File: config.mk
export PLATFORM = sky130hd
export DESIGN_NAME = fft_peak_finder_flat
export DESIGN_NICKNAME = d
export VERILOG_FILES = /design/src/rtl/fft_pkg.sv /design/src/rtl/fft_peak_finder_if.sv /design/src/rtl/cmag_sq.sv /design/src/rtl/fft_peak_finder.sv /design/src/flat_wrapper.sv
export SDC_FILE = /design/constraint.sdc
export NUM_CORES = 2
export LEC_CHECK = 0
export CAP_MARGIN = 20
export CORE_MARGIN = 1
export CORE_UTILIZATION = 40
export CTS_BUF_LIST = sky130_fd_sc_hd__clkbuf_16
export CTS_CLUSTER_SIZE = 10
export DETAILED_ROUTE_END_ITERATION = 12
export DONT_BUFFER_PORTS = 1
export MAX_ROUTING_LAYER = met4
export PLACE_DENSITY = 0.53
export SKIP_LAST_GASP = 1
export SLEW_MARGIN = 20
export SYNTH_ARGS = -nofsm -noshare
export SYNTH_HDL_FRONTEND = slang
export SYNTH_SLANG_ARGS = --single-unit
File: constraint.sdc
create_clock -name clk -period 24.9 [get_ports clk]
set_input_delay 2.49 -clock clk [delete_from_list [all_inputs] [get_ports clk]]
set_output_delay 2.49 -clock clk [all_outputs]
set_load 0.05 [all_outputs]
File: src/rtl/fft_pkg.sv
// Shared constants, types and helpers for the spectral peak finder.
package fft_pkg;

  localparam int N_BINS = 1024;
  localparam int DW     = 16;
  localparam int MAG_W  = 32;
  localparam int BIN_W  = 10;

  typedef logic [MAG_W-1:0] mag_t;
  typedef logic [BIN_W-1:0] bin_t;

  typedef enum logic {IDLE, RUN} peak_state_t;

  function automatic logic inWindow(input bin_t b, input int lo, input int hi);
    return (int'(b) >= lo) && (int'(b) <= hi);
  endfunction

endpackage

File: src/rtl/fft_peak_finder_if.sv
// Bin-pair input stream from dft_top and the published peak result.
interface fft_peak_finder_if #(
  parameter int DW = 16
);
  import fft_pkg::*;

  logic                 next_out;
  logic signed [DW-1:0] real0;
  logic signed [DW-1:0] imag0;
  logic signed [DW-1:0] real1;
  logic signed [DW-1:0] imag1;
  bin_t                 peak_bin;
  mag_t                 peak_mag;
  logic                 peak_valid;
  logic                 frame_abort;

  modport master (
    output next_out, real0, imag0, real1, imag1,
    input  peak_bin, peak_mag, peak_valid, frame_abort
  );

  modport slave (
    input  next_out, real0, imag0, real1, imag1,
    output peak_bin, peak_mag, peak_valid, frame_abort
  );

endinterface

File: src/rtl/cmag_sq.sv
// Complex magnitude squared: squares are registered, the unsigned sum follows them.
module cmag_sq
  import fft_pkg::*;
#(
  parameter int W = 16
) (
  input  logic                clk,
  input  logic                reset,
  input  logic signed [W-1:0] re,
  input  logic signed [W-1:0] im,
  output mag_t                mag
);

  logic signed [2*W-1:0] r_reSq;
  logic signed [2*W-1:0] r_imSq;

  always_ff @(posedge clk or posedge reset) begin
    if (reset) begin
      r_reSq <= '0;
      r_imSq <= '0;
    end else begin
      r_reSq <= re * re;
      r_imSq <= im * im;
    end
  end

  // Each square is non-negative and at most 2^30, so the 32-bit sum cannot wrap.
  assign mag = mag_t'($unsigned(r_reSq)) + mag_t'($unsigned(r_imSq));

endmodule

File: src/rtl/fft_peak_finder.sv
// Streaming |X|^2 peak detector over one transform frame, three-stage pipeline.
module fft_peak_finder #(
  parameter int N_BINS  = 1024,
  parameter int DW      = 16,
  parameter int MIN_BIN = 1,
  parameter int MAX_BIN = 511
) (
  input logic              clk,
  input logic              reset,
  fft_peak_finder_if.slave bus
);
  import fft_pkg::mag_t;
  import fft_pkg::bin_t;
  import fft_pkg::peak_state_t;
  import fft_pkg::IDLE;
  import fft_pkg::RUN;
  import fft_pkg::inWindow;

  localparam int            KW     = $clog2(N_BINS/2);
  localparam logic [KW-1:0] LAST_K = KW'(N_BINS/2 - 1);

  peak_state_t   r_state;
  logic [KW-1:0] r_k;
  logic          r_tag;
  logic          r_killTag;
  logic [1:0]    r_killCnt;
  logic          r_frameAbort;

  logic          w_last;
  logic          w_abort;
  logic          w_accept;

  assign w_last   = (r_state == RUN) && (r_k == LAST_K);
  assign w_abort  = (r_state == RUN) && bus.next_out && !w_last;
  assign w_accept = (r_state == RUN) && !w_abort;

  // The tag flips at every frame start; an abort marks the old tag for removal
  // long enough for its in-flight entries to drain out of S1/S2.
  always_ff @(posedge clk or posedge reset) begin
    if (reset) begin
      r_state      <= IDLE;
      r_k          <= '0;
      r_tag        <= 1'b0;
      r_killTag    <= 1'b0;
      r_killCnt    <= '0;
      r_frameAbort <= 1'b0;
    end else begin
      if (r_killCnt != 2'd0) r_killCnt <= r_killCnt - 2'd1;
      if (bus.next_out) begin
        r_state <= RUN;
        r_k     <= '0;
        r_tag   <= ~r_tag;
        if (w_abort) begin
          r_frameAbort <= 1'b1;
          r_killTag    <= r_tag;
          r_killCnt    <= 2'd2;
        end
      end else if (r_state == RUN) begin
        if (w_last) begin
          r_state <= IDLE;
          r_k     <= '0;
        end else begin
          r_k <= r_k + 1'b1;
        end
      end
    end
  end

  logic          r_s1Valid;
  logic          r_s1Tag;
  logic          r_s1First;
  logic          r_s1Last;
  logic [KW-1:0] r_s1K;
  mag_t          w_mag0;
  mag_t          w_mag1;

  cmag_sq #(.W(DW)) u_cmag0 (.clk(clk), .reset(reset), .re(bus.real0), .im(bus.imag0), .mag(w_mag0));
  cmag_sq #(.W(DW)) u_cmag1 (.clk(clk), .reset(reset), .re(bus.real1), .im(bus.imag1), .mag(w_mag1));

  always_ff @(posedge clk or posedge reset) begin
    if (reset) begin
      r_s1Valid <= 1'b0;
      r_s1Tag   <= 1'b0;
      r_s1First <= 1'b0;
      r_s1Last  <= 1'b0;
      r_s1K     <= '0;
    end else begin
      r_s1Valid <= w_accept;
      r_s1Tag   <= r_tag;
      r_s1First <= (r_k == '0);
      r_s1Last  <= w_last;
      r_s1K     <= r_k;
    end
  end

  bin_t w_bin0;
  bin_t w_bin1;
  mag_t w_win0;
  mag_t w_win1;
  mag_t w_pairMag;
  bin_t w_pairBin;
  logic w_kill1;

  // Out-of-window bins become zero; the even bin keeps ties.
  always_comb begin
    w_bin0 = bin_t'({r_s1K, 1'b0});
    w_bin1 = bin_t'({r_s1K, 1'b1});
    w_win0 = inWindow(w_bin0, MIN_BIN, MAX_BIN) ? w_mag0 : '0;
    w_win1 = inWindow(w_bin1, MIN_BIN, MAX_BIN) ? w_mag1 : '0;
    if (w_win1 > w_win0) begin
      w_pairMag = w_win1;
      w_pairBin = w_bin1;
    end else begin
      w_pairMag = w_win0;
      w_pairBin = w_bin0;
    end
  end

  assign w_kill1 = (r_killCnt != 2'd0) && (r_s1Tag == r_killTag);

  logic r_s2Valid;
  logic r_s2Tag;
  logic r_s2First;
  logic r_s2Last;
  mag_t r_s2Mag;
  bin_t r_s2Bin;

  always_ff @(posedge clk or posedge reset) begin
    if (reset) begin
      r_s2Valid <= 1'b0;
      r_s2Tag   <= 1'b0;
      r_s2First <= 1'b0;
      r_s2Last  <= 1'b0;
      r_s2Mag   <= '0;
      r_s2Bin   <= '0;
    end else begin
      r_s2Valid <= r_s1Valid && !w_kill1;
      r_s2Tag   <= r_s1Tag;
      r_s2First <= r_s1First;
      r_s2Last  <= r_s1Last;
      r_s2Mag   <= w_pairMag;
      r_s2Bin   <= w_pairBin;
    end
  end

  mag_t r_runMag;
  bin_t r_runBin;
  mag_t r_peakMag;
  bin_t r_peakBin;
  logic r_peakValid;
  logic w_use;
  mag_t w_baseMag;
  bin_t w_baseBin;
  mag_t w_newMag;
  bin_t w_newBin;

  // The first pair of a frame compares against a fresh zero/MIN_BIN baseline.
  always_comb begin
    w_use     = r_s2Valid && !((r_killCnt != 2'd0) && (r_s2Tag == r_killTag));
    w_baseMag = r_s2First ? '0 : r_runMag;
    w_baseBin = r_s2First ? bin_t'(MIN_BIN) : r_runBin;
    if (r_s2Mag > w_baseMag) begin
      w_newMag = r_s2Mag;
      w_newBin = r_s2Bin;
    end else begin
      w_newMag = w_baseMag;
      w_newBin = w_baseBin;
    end
  end

  always_ff @(posedge clk or posedge reset) begin
    if (reset) begin
      r_runMag    <= '0;
      r_runBin    <= '0;
      r_peakMag   <= '0;
      r_peakBin   <= '0;
      r_peakValid <= 1'b0;
    end else begin
      r_peakValid <= 1'b0;
      if (w_use) begin
        r_runMag <= w_newMag;
        r_runBin <= w_newBin;
        if (r_s2Last) begin
          r_peakMag   <= w_newMag;
          r_peakBin   <= w_newBin;
          r_peakValid <= 1'b1;
        end
      end
    end
  end

  assign bus.peak_bin    = r_peakBin;
  assign bus.peak_mag    = r_peakMag;
  assign bus.peak_valid  = r_peakValid;
  assign bus.frame_abort = r_frameAbort;

endmodule

File: src/flat_wrapper.sv
// flat-port wrapper written by rule: the top's interface ports become plain ports
module fft_peak_finder_flat import fft_pkg::mag_t; import fft_pkg::bin_t; import fft_pkg::peak_state_t; import fft_pkg::IDLE; import fft_pkg::RUN; import fft_pkg::inWindow;
#(
  parameter int N_BINS  = 1024,
  parameter int DW      = 16,
  parameter int MIN_BIN = 1,
  parameter int MAX_BIN = 511
)
  (clk, reset, bus_next_out, bus_real0, bus_imag0, bus_real1, bus_imag1, bus_peak_bin, bus_peak_mag, bus_peak_valid, bus_frame_abort);
  fft_peak_finder_if #(.DW(DW)) bus_i ();
  input logic clk;
  input logic reset;
  input wire logic [$bits(bus_i.next_out)-1:0] bus_next_out;
  input wire logic [$bits(bus_i.real0)-1:0] bus_real0;
  input wire logic [$bits(bus_i.imag0)-1:0] bus_imag0;
  input wire logic [$bits(bus_i.real1)-1:0] bus_real1;
  input wire logic [$bits(bus_i.imag1)-1:0] bus_imag1;
  output wire logic [$bits(bus_i.peak_bin)-1:0] bus_peak_bin;
  output wire logic [$bits(bus_i.peak_mag)-1:0] bus_peak_mag;
  output wire logic [$bits(bus_i.peak_valid)-1:0] bus_peak_valid;
  output wire logic [$bits(bus_i.frame_abort)-1:0] bus_frame_abort;
  assign bus_i.next_out = bus_next_out;
  assign bus_i.real0 = bus_real0;
  assign bus_i.imag0 = bus_imag0;
  assign bus_i.real1 = bus_real1;
  assign bus_i.imag1 = bus_imag1;
  assign bus_peak_bin = bus_i.peak_bin;
  assign bus_peak_mag = bus_i.peak_mag;
  assign bus_peak_valid = bus_i.peak_valid;
  assign bus_frame_abort = bus_i.frame_abort;
  fft_peak_finder #(.N_BINS(N_BINS), .DW(DW), .MIN_BIN(MIN_BIN), .MAX_BIN(MAX_BIN)) u_core (.clk(clk), .reset(reset), .bus(bus_i));
endmodule
; ---- Word level (Yosys, flattened, before mapping)
; Cells that the tools add are included.
[classes]
addsub = 4
n_mul = 4
order_cmp = 5
eq_ne = 3
n_mux = 19
bitwise_logic = 1
n_reduce_logical = 18
[ops]
columns = cell, n
row1 = 2-to-1 mux 32 bit, 5
row2 = multiplier 16 x 16 -> 32 bit, 4
row3 = adder 32 bit, 2
row4 = > comparator 32 bit, 2
row5 = 2-to-1 mux 9 bit, 3
row6 = <= comparator 10 x 9 -> 1 bit (second input constant), 2
row7 = 2-to-1 mux 10 bit, 2
row8 = greater-or-equal comparator 10 x 1 -> 1 bit (second input constant), 1
row9 = adder 9 x 1 -> 9 bit (second input constant), 1
row10 = equality test 9 bit (second input constant), 1
row11 = logical AND 1 bit, 9
row12 = zero test 9 bit, 1
row13 = 2-to-1 mux 1 bit, 6
row14 = 2-to-1 mux 2 bit, 3
row15 = zero test 1 bit, 4
row16 = AND reduction 2 bit, 2
row17 = nonzero test 2 bit, 2
row18 = equality test 1 bit, 2
row19 = subtractor 2 x 1 -> 2 bit (second input constant), 1
row20 = NOT 1 bit, 1
[totals]
register_bits = 287
input_bits = 67
out_inout_bits = 44
wordCells = 80

; ---- Depth between registers and ports, before layout
[logic_depth]
word_depth = 6
ltp_mapped = 26
ltp_nobuf = 25

; ---- Cells and area by module
; A second synthesis with hierarchy kept.
[unflattened]
hier_cells = 5216
hier_area_um2 = 49675.1
[by_module_without_submodules]
columns = mod, n_inst, cells_per_inst, area_per_inst_um2, seq_area_each_um2
row1 = cmag_sq at u_core.u_cmag0, 1, 2214, 20741.1, 1551.5
row2 = cmag_sq at u_core.u_cmag1, 1, 2202, 20608.5, 1551.5
row3 = fft_peak_finder, 1, 800, 8325.5, 3978.8

; ---- Worst setup path after synthesis
; No wires, ideal clock.
[synth_path]
path_type = input-to-reg
from = in bus_real0[15]
to = reg u_core.u_cmag0.r_reSq[31]
arrival_time_ns = 8.725
required_time_ns = 24.777
setup_slack_ns = 16.053
path_stages = 23
n_path_buf = 2
path_cell_list = clkbuf_1 inv_1 buf_1 nor2_1 fa_1 fa_1 fa_1 fa_1 fa_1 inv_1 fa_1 inv_1 ha_1 a211oi_1 o21ai_1 a21o_1 or3_1 o211a_1 o21a_1 o21a_1 o211a_1 a311o_1 xnor2_1
[synth_between]
elab_chain_len = 1
[synth_lines]
columns = element, line
row1 = from (decl), flat_wrapper.sv:14  ; input wire logic [$bits(bus_i.real0)-1:0] bus_real0;
row2 = multiplier 16 x 16 -> 32 bit, cmag_sq.sv:22  ; r_reSq <= re * re;
row3 = to (signal assigned), cmag_sq.sv:22
row4 = to (decl), cmag_sq.sv:14  ; logic signed [2*W-1:0] r_reSq;
; No other way between the ends.
; A chain may end at the register's enable or synchronous reset.

; ---- Final worst setup path
; Ends and elaborated chain as after synthesis.

==> run metrics <==
CTS Root Cell=clkbuf_16; status=complete, no violations; 1st-iter DRT viols=1484; cell count after synthesis=~5.2k; routed len/inst=16.8 µm; part of the cycle the worst path needs=34.1%; Ys Warns=0; placer congestion estimate=a little under 0.9; ANT nets after route=0; FMAX=roughly 120 MHz; post-DP HPWL=94200 µm; slew of the pin with the lowest slew margin=914 ps; final core occ=42.4%; CP Capture Type=flop; Post-synth EDFFs=0; area grow syn2layout=5.36%; sequential share of the synthesized area=14.5%; skew final=26.8 ps; DRT Wirelength=113000 µm; DR vias=around 33k; # rows=128; CTS tree=done; Synth Flop Type=dfrtp_1; die span in y=352 µm; I/O Buffers=0; Clk pin slew, worst setup/hold paths=50 ps; Max-cap violations=0; postcts setup bufs=0; fin crit period=8490 ps; Max Fanout on Critical Path=18; Post-Syn Area per Cell=9.44 µm²; Die W=352 µm; most common cell after layout, fill and taps aside=inv_1; setup total negative slack=0 ps; gr ovfl total=0; Post-synth ARST share=100%; Setup crit start kind=input port; Max Slew Vio Count=0; worst skew pair latency=550 ps; Mapped Nets=6672; # setup viols final=0; H-tree lvl count=2; Num CTS Buffers=35; CTS Hold Buffers Added=0; number of global-route vias before repair=35.6k; Total GRT Usage=19.6%; FF+latch count, synth=283; Yosys cell types=73; CORE AREA=0.122 mm²; dpl cells=6682; Final Hold Viols=0; TritonCTS Sinks=~280; initial antenna violation count=1; post-CTS sizing=0; # IOs=around 110; CP arrival=8900 ps; initial core utilization=40.3%; first-pass GRT wire length=189000 µm; total die area=0.124 mm²; Final Non-Filler Cells=a little under 7k; Crit path required time=approximately 25000 ps; vias per inst=slightly below 5; DR pass1 iterations=5; Slew HR=between 30% and 40%; # nets final=around 6.6k; RSZ-0062 raised after global routing=false; fraction of layout cells with a size suffix above 1=2.80%; maximum number of pins on one net before global-route repair=174; most frequent cells in the layout=1322 x inv_1, 937 x fa_1, 511 x nand2_1; Hold Crit Class=reg2reg; crit path kind=in2reg; Mapped Area=between 0.04 and 0.05 mm²; Post-route DRC=0; CTS Buffer Depth=3
==> layer usage <==
| layer | part of all wire (%) | global-route usage, % | wire length, µm |
|---|---|---|---|
| met5 | 0 | - | 0 |
| met1 | 46 | 26.1 | 51700 |
| met3 | 3.1 | 1.35 | 3550 |
| met4 | 1.4 | 2.84 | 1540 |
| met2 | 50 | 33.4 | 56400 |
==> worst paths after layout <==
path | from | to | slack, ps | cells past startpoint
worst max-delay path | bus_real0[15] | u_core.u_cmag0.r_reSq[31] | 16410 | 21
worst min-delay path | u_core.r_s1Last | u_core.r_s2Last | 340 | 0
worst max register to register | u_core.u_cmag0.r_reSq[3] | u_core.r_s2Mag[22] | 19060 | 20
worst min register to register | u_core.r_s1Last | u_core.r_s2Last | 340 | 0
max in group asynchronous | reset | u_core.u_cmag1.r_imSq[22] | 21660 | 2
min in group asynchronous | reset | u_core.bus.peak_mag[20] | 1890 | 1
==> per-stage QoR <==
step	setup slack (ps)	hold slack (ps)	instance area [µm²]
after floorplan	14600	331	49000
after global placement	15890	332	50600
after detailed placement	15870	337	50600
after CTS	16420	348	51600
after global routing	16100	348	51600
final	16410	345	51600
==> area by class of cell <==
| cell class | instances | area (µm²) |
|---|---|---|
| Timing Repair Buffer | 8 | 72.6 |
| Sequential cell | 283 | 7080 |
| Fill cell | 12000 | 70000 |
| Clock buffer | 35 | 876 |
| Tap cell | 1625 | 2030 |
| Antenna cell | 1 | 2.50 |
| Multi-Input combinational cell | 3444 | 36400 |
| Inverter | 1322 | 4970 |
| Clock inverter | 12 | 116 |
==> critical path: stages <==
cell and delay [ps]:
inv_1 420, nor2_1 170, fa_1 740, fa_1 500, fa_1 490, fa_1 510
fa_1 490, inv_1 50, fa_1 470, inv_1 40, ha_1 330, a211oi_1 240
o21ai_1 100, a21o_1 190, or3_1 330, o211a_1 220, o21a_1 180, o21a_1 200
o211a_1 240, a311o_1 360, xnor2_1 130
==> Yosys cell counts (98+ instances only) <==
library cell  instances  area, µm²
a21o_1               98        736
a21oi_1             142        711
and2_1              156        976
clkbuf_1            130        488
dfrtp_1             283       7080
fa_1                937      18800
ha_1                482       6030
inv_1              1319       4950
nand2_1             514       1930
nor2_1              224        841
o21ai_0             159        796
xnor2_1             160       1400
==> registers in the layout, summed over array words and instances, names as in the netlist, 2 cells and up <==
| register | cells |
|---|---|
| u_core.r_runMag | 32 |
| u_core.r_k | 9 |
| u_core.u_cmag0.r_imSq | 31 |
| u_core.bus.peak_mag | 32 |
| u_core.r_s2Bin | 10 |
| u_core.u_cmag0.r_reSq | 31 |
| u_core.r_runBin | 10 |
| u_core.r_killCnt | 2 |
| u_core.bus.peak_bin | 10 |
| u_core.u_cmag1.r_reSq | 31 |
| u_core.u_cmag1.r_imSq | 31 |
| u_core.r_s2Mag | 32 |
| u_core.r_s1K | 9 |
==> cells by family (layout without fill, tap and decap cells) <==
family	after synthesis	after routing	share of synthesized area (%)
xor+xnor	217	217	3.88
mux	42	42	0.940
fa+ha+maj	1419	1419	50.6
flops	283	283	14.5
compound gates	582	582	7.65
buf+inv	1459	1377	11.2
other cells	0	1	0
simple gates	1184	1184	11.3
Power is not shown: default switching activity piles up to over one toggle a cycle in this logic, so the estimate is an artifact.
